**config.mk**
```make
export PLATFORM = sky130hd
export DESIGN_NAME = ldl_fifo_rd_stream_flat
export DESIGN_NICKNAME = d
export VERILOG_FILES = /design/src/rtl/ldl_fifo_rd_stream_if.sv /design/src/rtl/ldl_fifo_rd_stream.sv /design/src/flat_wrapper.sv
export SDC_FILE = /design/constraint.sdc
export NUM_CORES = 1
export LEC_CHECK = 0
export ABC_CLOCK_PERIOD_IN_PS = 3600
export BUFFER_PORTS_ARGS = -buffer_cell sky130_fd_sc_hd__buf_2
export CORE_MARGIN = 10
export CORE_UTILIZATION = 40
export CTS_BUF_LIST = sky130_fd_sc_hd__clkbuf_4 sky130_fd_sc_hd__clkbuf_8
export DETAILED_ROUTE_END_ITERATION = 12
export SLEW_MARGIN = 30
export SYNTH_ARGS = -nofsm -noshare
export SYNTH_HDL_FRONTEND = slang
export SYNTH_SLANG_ARGS = --single-unit
```
**constraint.sdc**
```tcl
create_clock -name clk -period 3.6 [get_ports clk]
set_input_delay 0.18 -clock clk [delete_from_list [all_inputs] [get_ports clk]]
set_output_delay 0.18 -clock clk [all_outputs]
set_load 0.02 [all_outputs]
```
**src/rtl/ldl_fifo_rd_stream_if.sv**
```systemverilog
// Bus between the LDL FIFO read port, the read-stream adapter and its consumer.
// DW must match the adapter's DW.
interface ldl_fifo_rd_stream_if #(
    parameter int DW = 8
);
    logic          fifo_empty;
    logic          fifo_re;
    logic [DW-1:0] fifo_dout;
    logic          m_valid;
    logic          m_ready;
    logic [DW-1:0] m_data;

    // Stream handshake: a word moves on a rising edge where m_valid && m_ready are both 1;
    // once m_valid is 1, m_valid and m_data hold until that edge, and m_ready may be any value.
    modport slave (
        input  fifo_empty,
        input  fifo_dout,
        input  m_ready,
        output fifo_re,
        output m_valid,
        output m_data
    );

    modport master (
        output fifo_empty,
        output fifo_dout,
        output m_ready,
        input  fifo_re,
        input  m_valid,
        input  m_data
    );
endinterface

```
**src/rtl/ldl_fifo_rd_stream.sv**
```systemverilog
// Drains the LDL FIFO into a registered valid/ready stream through a 2-entry skid buffer.
// Optional stall counter: define LDL_FIFO_RD_STREAM_STALL_CNT_EN.
module ldl_fifo_rd_stream #(
    parameter int DW    = 8,
    parameter bit AHEAD = 1'b1
) (
    input  logic                 clk,
    input  logic                 rst_n,
    ldl_fifo_rd_stream_if.slave  bus,
    output logic [1:0]           occ
`ifdef LDL_FIFO_RD_STREAM_STALL_CNT_EN
    ,
    output logic [15:0]          stall_cnt
`endif
);

    logic [DW-1:0] slot0_q, slot1_q;
    logic [DW-1:0] slot0_nxt, slot1_nxt;
    logic [1:0]    occ_q, occ_nxt;
    logic          valid_q;
    logic          inflight;
    logic          push;
    logic          pop;
    logic          rd_en;
    logic [2:0]    level;

    assign pop   = valid_q & bus.m_ready;
    assign level = {1'b0, occ_q} + {2'b00, inflight};
    // Reading on a pop is safe: the word leaving makes room for the one arriving.
    assign rd_en = rst_n & ~bus.fifo_empty & ((level < 3'd2) | pop);

    assign bus.fifo_re = rd_en;
    assign bus.m_valid = valid_q;
    assign bus.m_data  = slot0_q;
    assign occ         = occ_q;

    generate
        if (AHEAD) begin : g_ahead
            assign inflight = 1'b0;
            assign push     = rd_en;
        end else begin : g_latency
            logic inflight_q;
            always_ff @(posedge clk or negedge rst_n) begin
                if (!rst_n) begin
                    inflight_q <= 1'b0;
                end else begin
                    inflight_q <= rd_en;
                end
            end
            assign inflight = inflight_q;
            assign push     = inflight_q;
        end
    endgenerate

    always_comb begin
        occ_nxt   = occ_q;
        slot0_nxt = slot0_q;
        slot1_nxt = slot1_q;
        case ({push, pop})
            2'b10: begin
                if (occ_q == 2'd0) begin
                    slot0_nxt = bus.fifo_dout;
                end else begin
                    slot1_nxt = bus.fifo_dout;
                end
                occ_nxt = occ_q + 2'd1;
            end
            2'b01: begin
                // With only one word left, slot0 keeps its stale value instead of going unknown.
                if (occ_q == 2'd2) begin
                    slot0_nxt = slot1_q;
                end
                occ_nxt = occ_q - 2'd1;
            end
            2'b11: begin
                if (occ_q == 2'd2) begin
                    slot0_nxt = slot1_q;
                    slot1_nxt = bus.fifo_dout;
                end else begin
                    slot0_nxt = bus.fifo_dout;
                end
            end
            default: begin
            end
        endcase
    end

    always_ff @(posedge clk or negedge rst_n) begin
        if (!rst_n) begin
            slot0_q <= '0;
            slot1_q <= '0;
            occ_q   <= 2'd0;
            valid_q <= 1'b0;
        end else begin
            slot0_q <= slot0_nxt;
            slot1_q <= slot1_nxt;
            occ_q   <= occ_nxt;
            valid_q <= (occ_nxt != 2'd0);
        end
    end

`ifdef LDL_FIFO_RD_STREAM_STALL_CNT_EN
    logic [15:0] stall_q;

    always_ff @(posedge clk or negedge rst_n) begin
        if (!rst_n) begin
            stall_q <= 16'h0000;
        end else if (valid_q && !bus.m_ready && (stall_q != 16'hFFFF)) begin
            stall_q <= stall_q + 16'h0001;
        end
    end

    assign stall_cnt = stall_q;
`endif

endmodule
```
**src/flat_wrapper.sv**
```systemverilog
// flat-port wrapper written by rule: the top's interface ports become plain ports
module ldl_fifo_rd_stream_flat 
#(
    parameter int DW    = 8,
    parameter bit AHEAD = 1'b1
)
  (clk, rst_n, occ, bus_fifo_empty, bus_fifo_dout, bus_m_ready, bus_fifo_re, bus_m_valid, bus_m_data);
  ldl_fifo_rd_stream_if #(.DW(DW)) bus_i ();
  input  logic clk;
  input  logic rst_n;
  output logic [1:0] occ;
  input wire logic [$bits(bus_i.fifo_empty)-1:0] bus_fifo_empty;
  input wire logic [$bits(bus_i.fifo_dout)-1:0] bus_fifo_dout;
  input wire logic [$bits(bus_i.m_ready)-1:0] bus_m_ready;
  output wire logic [$bits(bus_i.fifo_re)-1:0] bus_fifo_re;
  output wire logic [$bits(bus_i.m_valid)-1:0] bus_m_valid;
  output wire logic [$bits(bus_i.m_data)-1:0] bus_m_data;
  assign bus_i.fifo_empty = bus_fifo_empty;
  assign bus_i.fifo_dout = bus_fifo_dout;
  assign bus_i.m_ready = bus_m_ready;
  assign bus_fifo_re = bus_i.fifo_re;
  assign bus_m_valid = bus_i.m_valid;
  assign bus_m_data = bus_i.m_data;
  ldl_fifo_rd_stream #(.DW(DW), .AHEAD(AHEAD)) u_core (.clk(clk), .rst_n(rst_n), .bus(bus_i), .occ(occ));
endmodule
```
==> impl_metrics.json, run 1 <==
{
  "crit_top_cell": "nand3b_1",
  "crit_buf_inv": 3,
  "cp_cell_sequence": "dlygate4sd3_1, buf_2, nand3b_1, inv_1, ha_1, nand3b_1, a21oi_1, a22o_1, mux2_4",
  "via_per_inst": 5.09,
  "ant_nets": 0,
  "dp_slack_ns": 1.26,
  "layout_min_cycle_time_ns": 2.51,
  "outcome": "finished clean",
  "cts.clk_slew.worst_paths_ns": 0.11,
  "die-width_um": 69.0,
  "grt_max_degree": 21,
  "ctsHoldBuffers": 1,
  "initial_core_util_pct": 42.6,
  "rows": 17,
  "vias": 626,
  "io_pins": 24,
  "yosysWarnings": 0,
  "tightest_slew_ns": 0.698,
  "ir_drop_mv": 0.363,
  "clock-sinks": 19,
  "layout_setup_ws_ns": 1.09,
  "avgRoutedWirePerCell_um": 16.0,
  "grt_overflow": 0,
  "finish.utilization_pct": 50.4,
  "diodes": 0,
  "cp-end-kind": "flip-flop",
  "min-delay-path-class": "input pin to flip-flop",
  "syn_area_um2": 960,
  "core_um2": 2250,
  "p_sw_share_pct": 37.7,
  "timing.critical_path.slowest_cell_delay_ns": 0.58,
  "antenna_found_initial": 0,
  "synth_cells": 68,
  "slew_viol_final": 0,
  "cts_root_buffer": "clkbuf_4",
  "ys_types": 21,
  "drt_iter0_markers": 18,
  "fin_skew_ns": 0.0107,
  "synth_area_per_cell_um2": 14.1,
  "hold_slack_ns": 0.127,
  "hpwl_mm": 1.47,
  "fmax_mhz": 399,
  "pwr-share-clk_pct": 10.6,
  "area_delta_synth_final_pct": 18.4,
  "grtUsageTotal_pct": 9.38,
  "switchingPower_uw": 367,
  "grt_pass1_vias": 706,
  "synth_seq_cells": 19,
  "setup_tns_ns": 0,
  "cts_tree": "done",
  "cp_max_fo": 20,
  "finalCritPeriodShare_pct": 69.6,
  "combPwrFrac_pct": 48.9,
  "seqPwrFrac_pct": 40.5,
  "clk_latency_ns": 0.29,
  "rsz0062_at_grt": "no",
  "die_area_um2": 4760,
  "p_int_uw": 605,
  "die-height_um": 69.0,
  "gp_congestion": 0.688,
  "portBuffers": 23,
  "critPathKind": "input pin to flip-flop",
  "ys_seq_area_share_pct": 49.5,
  "syn-num-nets": 84,
  "slew_headroom_pct": 53.5,
  "cts_buffers": 3,
  "final_nets": 112,
  "p_leak_nw": 0.574,
  "hold_viol": 0,
  "grt_pass1_wl_mm": 3.40,
  "setup_viol": 0,
  "arrival_ns": 2.75,
  "cpLargestDelayFamily": "buffers and inverters",
  "drive_gt1_share_pct": 51.6,
  "post-route-drc-count": 0,
  "drt_wl_total_mm": 1.97,
  "pwr_density_cell_nw_per_um2": 855,
  "clockBufferDepth": 2,
  "cap_violations": 0,
  "worstSetupStartpointType": "input pin",
  "critPathSlowestCell": "a21oi_1",
  "cts_max_level": 1,
  "reg2reg_setup_slack_ns": 1.38,
  "post-cts-setup-buffer-count": 0,
  "ctsResizeCount": 0,
  "crit_required_ns": 3.84,
  "dr.pass1.iters": 4
}
## power groups by stage
stage / Sequential [mW] / Combinational [mW] / Clock (mW)
CTS: 0.395 / 0.485 / 0.109
floorplan: 0.449 / 0.311 / 0
global placement: 0.396 / 0.473 / 0
finish: 0.394 / 0.475 / 0.103
global route: 0.414 / 0.515 / 0.122
detailed placement: 0.399 / 0.481 / 0
## cells in the final DEF (no fill, tap or decap), drive strengths merged
master / synthesis / final
buf: 1 / 23
dfrtp: 19 / 19
mux2: 16 / 16
a22o: 8 / 8
ha: 4 / 4
inv: 3 / 3
clkbuf: 0 / 3
a21oi: 3 / 3
nand2: 2 / 2
nand3b: 2 / 2
xnor2: 2 / 2
a21o: 2 / 2
nor2: 1 / 1
xor2: 1 / 1
or2: 1 / 1
o22ai: 1 / 1
nand2b: 1 / 1
or3: 1 / 1
clkinv: 0 / 1
dlygate4sd3: 0 / 1
## path summary, 6_finish.rpt
| check | from | end | cells after the start |
|---|---|---|---|
| setup / recovery | rst_n | u_core.bus.m_data[0] | 9 |
| hold / removal | bus_fifo_dout[0] | u_core.slot1_q[0] | 2 |
| setup reg to reg | u_core.bus.m_valid | u_core.bus.m_data[0] | 9 |
| hold reg to reg | u_core.slot1_q[6] | u_core.slot1_q[6] | 1 |
| max in group asynchronous | rst_n | u_core.bus.m_data[7] | 2 |
| min in group asynchronous | rst_n | u_core.slot1_q[1] | 2 |
## kinds of logic (layout without fill, tap and decap cells)
family / Yosys count / after routing / synth area share (%)
muxes: 16 / 16 / 21.9
and+or+nand+nor: 8 / 8 / 5.48
adders and majority gates: 4 / 4 / 5.22
AOI/OAI and AO/OA: 14 / 14 / 12.8
DFF: 19 / 19 / 49.5
xor gates and xnor gates: 3 / 3 / 2.74
buffers and inverters: 4 / 31 / 2.35
## stage by stage
stage | instance area, um2 | power, mW | std cells
2_1_floorplan | 960 | 0.760 | 68
3_3_place_gp | 1100 | 0.869 | 118
3_5_place_dp | 1100 | 0.880 | 118
4_1_cts | 1140 | 0.988 | 123
5_1_grt | 1140 | 1.05 | 123
6_report | 1140 | 0.972 | 123
## layout make-up
type	count	area (um2)
Fill cell	223	1120
Inverter	3	11.3
Multi-Input combinational cell	45	462
Sequential cell	19	475
Clock inverter	1	5.00
Timing Repair Buffer	24	125
Tap cell	28	35.0
Clock buffer	3	22.5
## metal layers
layer,routed length (um),GRT usage (%),vias up
met5,0,0,-
met4,13,3.69,0
met3,127,3.06,2
met2,951,14.8,19
met1,881,11.5,306
li1,-,-,299
## cells in the mapped netlist, drive strengths merged
| library cell | number | share of area, % |
|---|---|---|
| a21o | 2 | 1.7 |
| a21oi | 3 | 3.1 |
| a22o | 8 | 7.3 |
| buf | 1 | 1.2 |
| dfrtp | 19 | 50 |
| ha | 4 | 5.2 |
| inv | 3 | 1.2 |
| mux2 | 16 | 22 |
| nand2 | 2 | 0.78 |
| nand2b | 1 | 0.91 |
| nand3b | 2 | 1.6 |
| nor2 | 1 | 0.39 |
| o22ai | 1 | 0.65 |
| or2 | 1 | 0.65 |
| or3 | 1 | 1.2 |
| xnor2 | 2 | 1.8 |
| xor2 | 1 | 0.91 |
## sequential cells by signal (all words and copies together), names as in the netlist
name,flops
u_core.occ,2
u_core.bus.m_valid,1
u_core.slot1_q,8
u_core.bus.m_data,8
Power figures use the tool's default switching activity.
==> inputs of run 2 (changes only) <==
--- a/config.mk
+++ b/config.mk
@@ -5,7 +5,7 @@
 export SDC_FILE = /design/constraint.sdc
 export NUM_CORES = 1
 export LEC_CHECK = 0
-export ABC_CLOCK_PERIOD_IN_PS = 3600
+export ABC_CLOCK_PERIOD_IN_PS = 2350
 export BUFFER_PORTS_ARGS = -buffer_cell sky130_fd_sc_hd__buf_2
 export CORE_MARGIN = 10
 export CORE_UTILIZATION = 40
==> constraint.sdc (replaced) <==
create_clock -name clk -period 2.35 [get_ports clk]
set_input_delay 0.1175 -clock clk [delete_from_list [all_inputs] [get_ports clk]]
set_output_delay 0.1175 -clock clk [all_outputs]
set_load 0.02 [all_outputs]
==> run 2 against run 1 <==
Clock power rose by 59%. Combinational power up 60%. Largest cell class unchanged. Highest routed layer unchanged. Non-clock buffer count up 3.
==> impl_metrics.json, run 2 (same netlist as run 1, synthesis figures left out) <==
{
  "outcome": "finished clean",
  "cp_max_fo": 8,
  "cts_max_level": 1,
  "layout_setup_ws_ns": 0.185,
  "core_um2": 2250,
  "critPathKind": "flip-flop to flip-flop",
  "die-width_um": 69.0,
  "setup_viol": 0,
  "vias": 630,
  "crit_top_cell": "nand2_1",
  "ant_nets": 0,
  "portBuffers": 23,
  "critPathSlowestCell": "dfrtp_1",
  "p_leak_nw": 0.588,
  "worstSetupStartpointType": "flip-flop",
  "grt_overflow": 0,
  "rows": 17,
  "initial_core_util_pct": 42.6,
  "drt_wl_total_mm": 1.92,
  "area_delta_synth_final_pct": 20.7,
  "avgRoutedWirePerCell_um": 15.2,
  "clock-sinks": 19,
  "gp_congestion": 0.735,
  "final_nets": 115,
  "finish.utilization_pct": 51.4,
  "cts.clk_slew.worst_paths_ns": 0.11,
  "cts_tree": "done",
  "switchingPower_uw": 566,
  "grt_max_degree": 20,
  "slew_headroom_pct": 55.7,
  "met2_length_um": 884,
  "cp_cell_sequence": "nand2_1, nand2_1, nand3b_1, ha_1, or3_4, a21oi_4, mux2_4",
  "post-route-drc-count": 0,
  "tightest_slew_ns": 0.664,
  "top_layer": "met4",
  "pwr-share-clk_pct": 10.9,
  "grt_pass1_wl_mm": 3.15,
  "m1WireLength_um": 890,
  "die_area_um2": 4760,
  "dr.pass1.iters": 2,
  "pwr_density_cell_nw_per_um2": 1300,
  "final_common_cell": "buf_2",
  "arrival_ns": 2.35,
  "layout_common_cells": "buf_2 (23), dfrtp_1 (19), mux2_2 (8), a22o_1 (8), mux2_4 (8)",
  "cp-end-kind": "flip-flop",
  "seqPwrFrac_pct": 38.8,
  "hold_viol": 0,
  "setup_tns_ns": 0,
  "antenna_found_initial": 0,
  "grt_pass1_vias": 668,
  "p_sw_share_pct": 37.5,
  "min-delay-path-class": "input pin to flip-flop",
  "layout_min_cycle_time_ns": 2.16,
  "fmax_mhz": 462,
  "diodes": 0,
  "finalCritPeriodShare_pct": 92.1,
  "cts_root_buffer": "clkbuf_4",
  "fin_skew_ns": 0.00202,
  "combPwrFrac_pct": 50.3,
  "clockBufferDepth": 2,
  "die-height_um": 69.0,
  "grtUsageTotal_pct": 8.70,
  "rsz0062_at_grt": "no",
  "drive_gt1_share_pct": 53.1,
  "cap_violations": 0,
  "timing.critical_path.slowest_cell_delay_ns": 0.36,
  "ir_drop_mv": 0.614,
  "cts_buffers": 3,
  "crit_required_ns": 2.54,
  "slew_viol_final": 0,
  "via_per_inst": 5.00,
  "clk_latency_ns": 0.29,
  "p_int_uw": 944,
  "io_pins": 24,
  "dp_slack_ns": 0.186,
  "wl_met3_um": 135,
  "drt_iter0_markers": 18
}
## run 2: cell count changes in the layout (fill, tap and decap cells not counted)
cell	delta
buf_4	+3
## run 2: metrics by stage
| step | instances | instance area (um2) | hold WS (ns) | power (mW) |
|---|---|---|---|---|
| 2_1_floorplan | 68 | 960 | -0.178 | 1.16 |
| 3_3_place_gp | 121 | 1120 | 0.114 | 1.35 |
| 3_5_place_dp | 121 | 1120 | 0.120 | 1.36 |
| 4_1_cts | 126 | 1160 | 0.0507 | 1.53 |
| 5_1_grt | 126 | 1160 | 0.0443 | 1.63 |
| 6_report | 126 | 1160 | 0.0631 | 1.51 |
## run 2: worst paths after layout
path                                            from              endpoint  slack [ns]  depth (start not counted)
worst max-delay path              u_core.bus.m_valid  u_core.bus.m_data[6]        0.19                          7
worst min-delay path                bus_fifo_dout[7]     u_core.slot1_q[7]        0.06                          2
worst max register to register    u_core.bus.m_valid  u_core.bus.m_data[6]        0.19                          7
worst min register to register  u_core.bus.m_data[2]  u_core.bus.m_data[2]        0.52                          1
max in group asynchronous                      rst_n  u_core.bus.m_data[6]        1.82                          3
min in group asynchronous                      rst_n         u_core.occ[1]        0.33                          3
## run 2: layer usage
| layer | vias to the layer above | GRT usage (%) |
|---|---|---|
| met3 | 2 | 2.58 |
| met4 | 0 | 4.43 |
| met2 | 15 | 12.4 |
| met5 | - | 0 |
| met1 | 307 | 11.5 |
| li1 | 306 | - |
## run 2: power by group through the flow
stage / logic (mW) / registers (mW) / clock network, mW
after floorplan: 0.476 / 0.688 / 0
after global placement: 0.761 / 0.588 / 0
after detailed placement: 0.768 / 0.594 / 0
after CTS: 0.772 / 0.588 / 0.174
after global routing: 0.825 / 0.615 / 0.190
final: 0.759 / 0.586 / 0.164
## run 2: timing repair
action / in CTS / in global routing
endpoints found under the hold margin: 19 / 0
setup buffers: 0 / 0
resized for setup: 0 / 0
hold buffers: 1 / 0
## run 2: layout make-up
cell class | count | area, um2
fillers | 217 | 1100
flip-flops and latches | 19 | 475
multi-input cells | 45 | 462
repair buffers | 27 | 148
well taps | 28 | 35.0
clock buffers | 3 | 22.5
inverters | 3 | 11.3
clock inverters | 1 | 5.00
## run 2: worst max-delay path: cells and delay by family (launching register included)
| family | cells | cell delay (ns) |
|---|---|---|
| AND/OR/NAND/NOR | 4 | 0.73 |
| flip-flops | 1 | 0.36 |
| AO/OA/AOI/OAI | 1 | 0.36 |
| multiplexers | 1 | 0.34 |
| adder cells (fa/ha/maj) | 1 | 0.28 |
==> inputs of run 3 (changes only) <==
--- a/config.mk
+++ b/config.mk
@@ -7,6 +7,7 @@
 export LEC_CHECK = 0
 export ABC_CLOCK_PERIOD_IN_PS = 2350
 export BUFFER_PORTS_ARGS = -buffer_cell sky130_fd_sc_hd__buf_2
+export CORE_ASPECT_RATIO = 1.4
 export CORE_MARGIN = 10
 export CORE_UTILIZATION = 40
 export CTS_BUF_LIST = sky130_fd_sc_hd__clkbuf_4 sky130_fd_sc_hd__clkbuf_8
==> run 3 against run 2 <==
Total power about the same. Utilization rose by 0.47 points. Largest cell class unchanged. Largest power group unchanged. Critical path type unchanged. Clock skew hardly changed.
==> impl_metrics.json, run 3 (same netlist as run 1, synthesis figures left out) <==
{
  "io_pins": 24,
  "grt_overflow": 0,
  "hold_depth": 2,
  "rsz0062_at_grt": "no",
  "dp_slack_ns": 0.143,
  "cp_max_fo": 8,
  "final_common_cell": "buf_2",
  "top_layer": "met4",
  "cpLargestDelayFamily": "simple AND/OR/NAND/NOR gates",
  "crit_path_start": "u_core.bus.m_valid",
  "postPlaceCellArea_um2": 1110,
  "layout_common_cells": "buf_2 (23), dfrtp_1 (19), mux2_2 (8), a22o_1 (8), mux2_4 (8)",
  "dr.pass1.iters": 2,
  "drive_gt1_share_pct": 54.1,
  "min-delay-path-class": "input pin to flip-flop",
  "m1WireLength_um": 880,
  "grt_max_degree": 20,
  "layout_setup_ws_ns": 0.136,
  "cts_root_buffer": "clkbuf_4",
  "critPathKind": "flip-flop to flip-flop",
  "slew_viol_final": 0,
  "grt_pass1_vias": 673,
  "cp-end-kind": "flip-flop",
  "clockBufferDepth": 2,
  "worstSetupStartpointType": "flip-flop",
  "cap_violations": 0,
  "diodes": 0,
  "vias": 628,
  "crit_required_ns": 2.54,
  "finalCritPeriodShare_pct": 94.2,
  "via_per_inst": 5.23,
  "grtUsageTotal_pct": 8.69,
  "ant_nets": 0,
  "arrival_ns": 2.40,
  "avgRoutedWirePerCell_um": 16.1,
  "outcome": "finished clean",
  "area_delta_synth_final_pct": 20.3,
  "hpwl_mm": 1.46,
  "clock-sinks": 19,
  "die_area_um2": 4790,
  "final_design_area_no_fill_um2": 1150,
  "setup_tns_ns": 0,
  "tightest_slew_ns": 0.420,
  "cts_max_level": 1,
  "cp_cell_sequence": "nand2_1, nand2_1, nand3b_1, ha_1, or3_4, a21oi_4, mux2_4",
  "rows": 20,
  "slew_headroom_pct": 71.9,
  "layout_min_cycle_time_ns": 2.21,
  "reg2regPathDepth": 7,
  "timing.critical_path.slowest_cell_delay_ns": 0.38,
  "fin_skew_ns": 0.00205,
  "fmax_mhz": 452,
  "final_nets": 115,
  "die-height_um": 78.0,
  "pwr_density_cell_nw_per_um2": 1310,
  "wl_met3_um": 123,
  "crit_buf_inv": 0,
  "core_um2": 2230,
  "rr_startpoint": "u_core.bus.m_valid",
  "critPathSlowestCell": "a21oi_4",
  "portBuffers": 23,
  "crit_top_cell": "nand2_1",
  "ir_drop_mv": 0.564,
  "cts_buffers": 3,
  "finish.utilization_pct": 51.9,
  "die-width_um": 61.4,
  "setup_viol": 0,
  "gp_congestion": 0.856,
  "crit_cells": 7,
  "post-route-drc-count": 0,
  "fillCellCount": 204,
  "p_leak_nw": 0.588,
  "initial_core_util_pct": 43.1,
  "drt_wl_total_mm": 1.93,
  "antenna_found_initial": 0,
  "drt_iter0_markers": 6,
  "hold_start": "bus_fifo_dout[4]",
  "cts.clk_slew.worst_paths_ns": 0.11,
  "cts_tree": "done",
  "grt_pass1_wl_mm": 3.22,
  "hold_viol": 0,
  "met2_length_um": 919,
  "clk_latency_ns": 0.29
}
run 3: cell types whose count changed in the layout (fill, tap and decap cells not counted):
cell / before / now
a21oi_1: 1 / 0
a21oi_2: 1 / 2
run 3: repair_timing:
action	CTS	global route
hold buffers	1	0
endpoints found under the setup margin	0	8
resized for setup	0	1
buffers inserted	0	0
hold endpoints to repair	19	0
run 3: worst paths after layout:
check,to,slack (ns)
max,u_core.bus.m_data[2],0.14
min,u_core.slot1_q[4],0.06
max reg2reg,u_core.bus.m_data[2],0.14
min reg2reg,u_core.bus.m_data[5],0.52
max in group asynchronous,u_core.bus.m_data[2],1.81
min in group asynchronous,u_core.bus.m_data[6],0.33
run 3: routing by layer:
metal,track usage (%),vias to the layer above
li1,-,303
met1,10.8,310
met2,13.0,13
met3,2.93,2
met4,4.04,0
met5,0,-
run 3: report_power, final:
part	switching (mW)	internal [mW]
clock network	0.100	0.0632
logic	0.368	0.393
registers	0.0979	0.489
run 3: layout make-up:
type	instances	area, um2	share of cell area (%)
Sequential cell	19	475	41.2
Multi-Input combinational cell	45	465	40.3
Timing Repair Buffer	27	148	12.8
Tap cell	22	27.5	2.38
Clock buffer	3	22.5	1.95
Inverter	3	11.3	0.975
Clock inverter	1	5.00	0.433
run 3: through the flow:
step | hold slack, ns | power [mW] | std cells
floorplan | -0.178 | 1.16 | 68
global placement | 0.129 | 1.35 | 115
detailed placement | 0.142 | 1.36 | 115
CTS | 0.0558 | 1.53 | 120
global route | 0.0512 | 1.62 | 120
finish | 0.0639 | 1.51 | 120
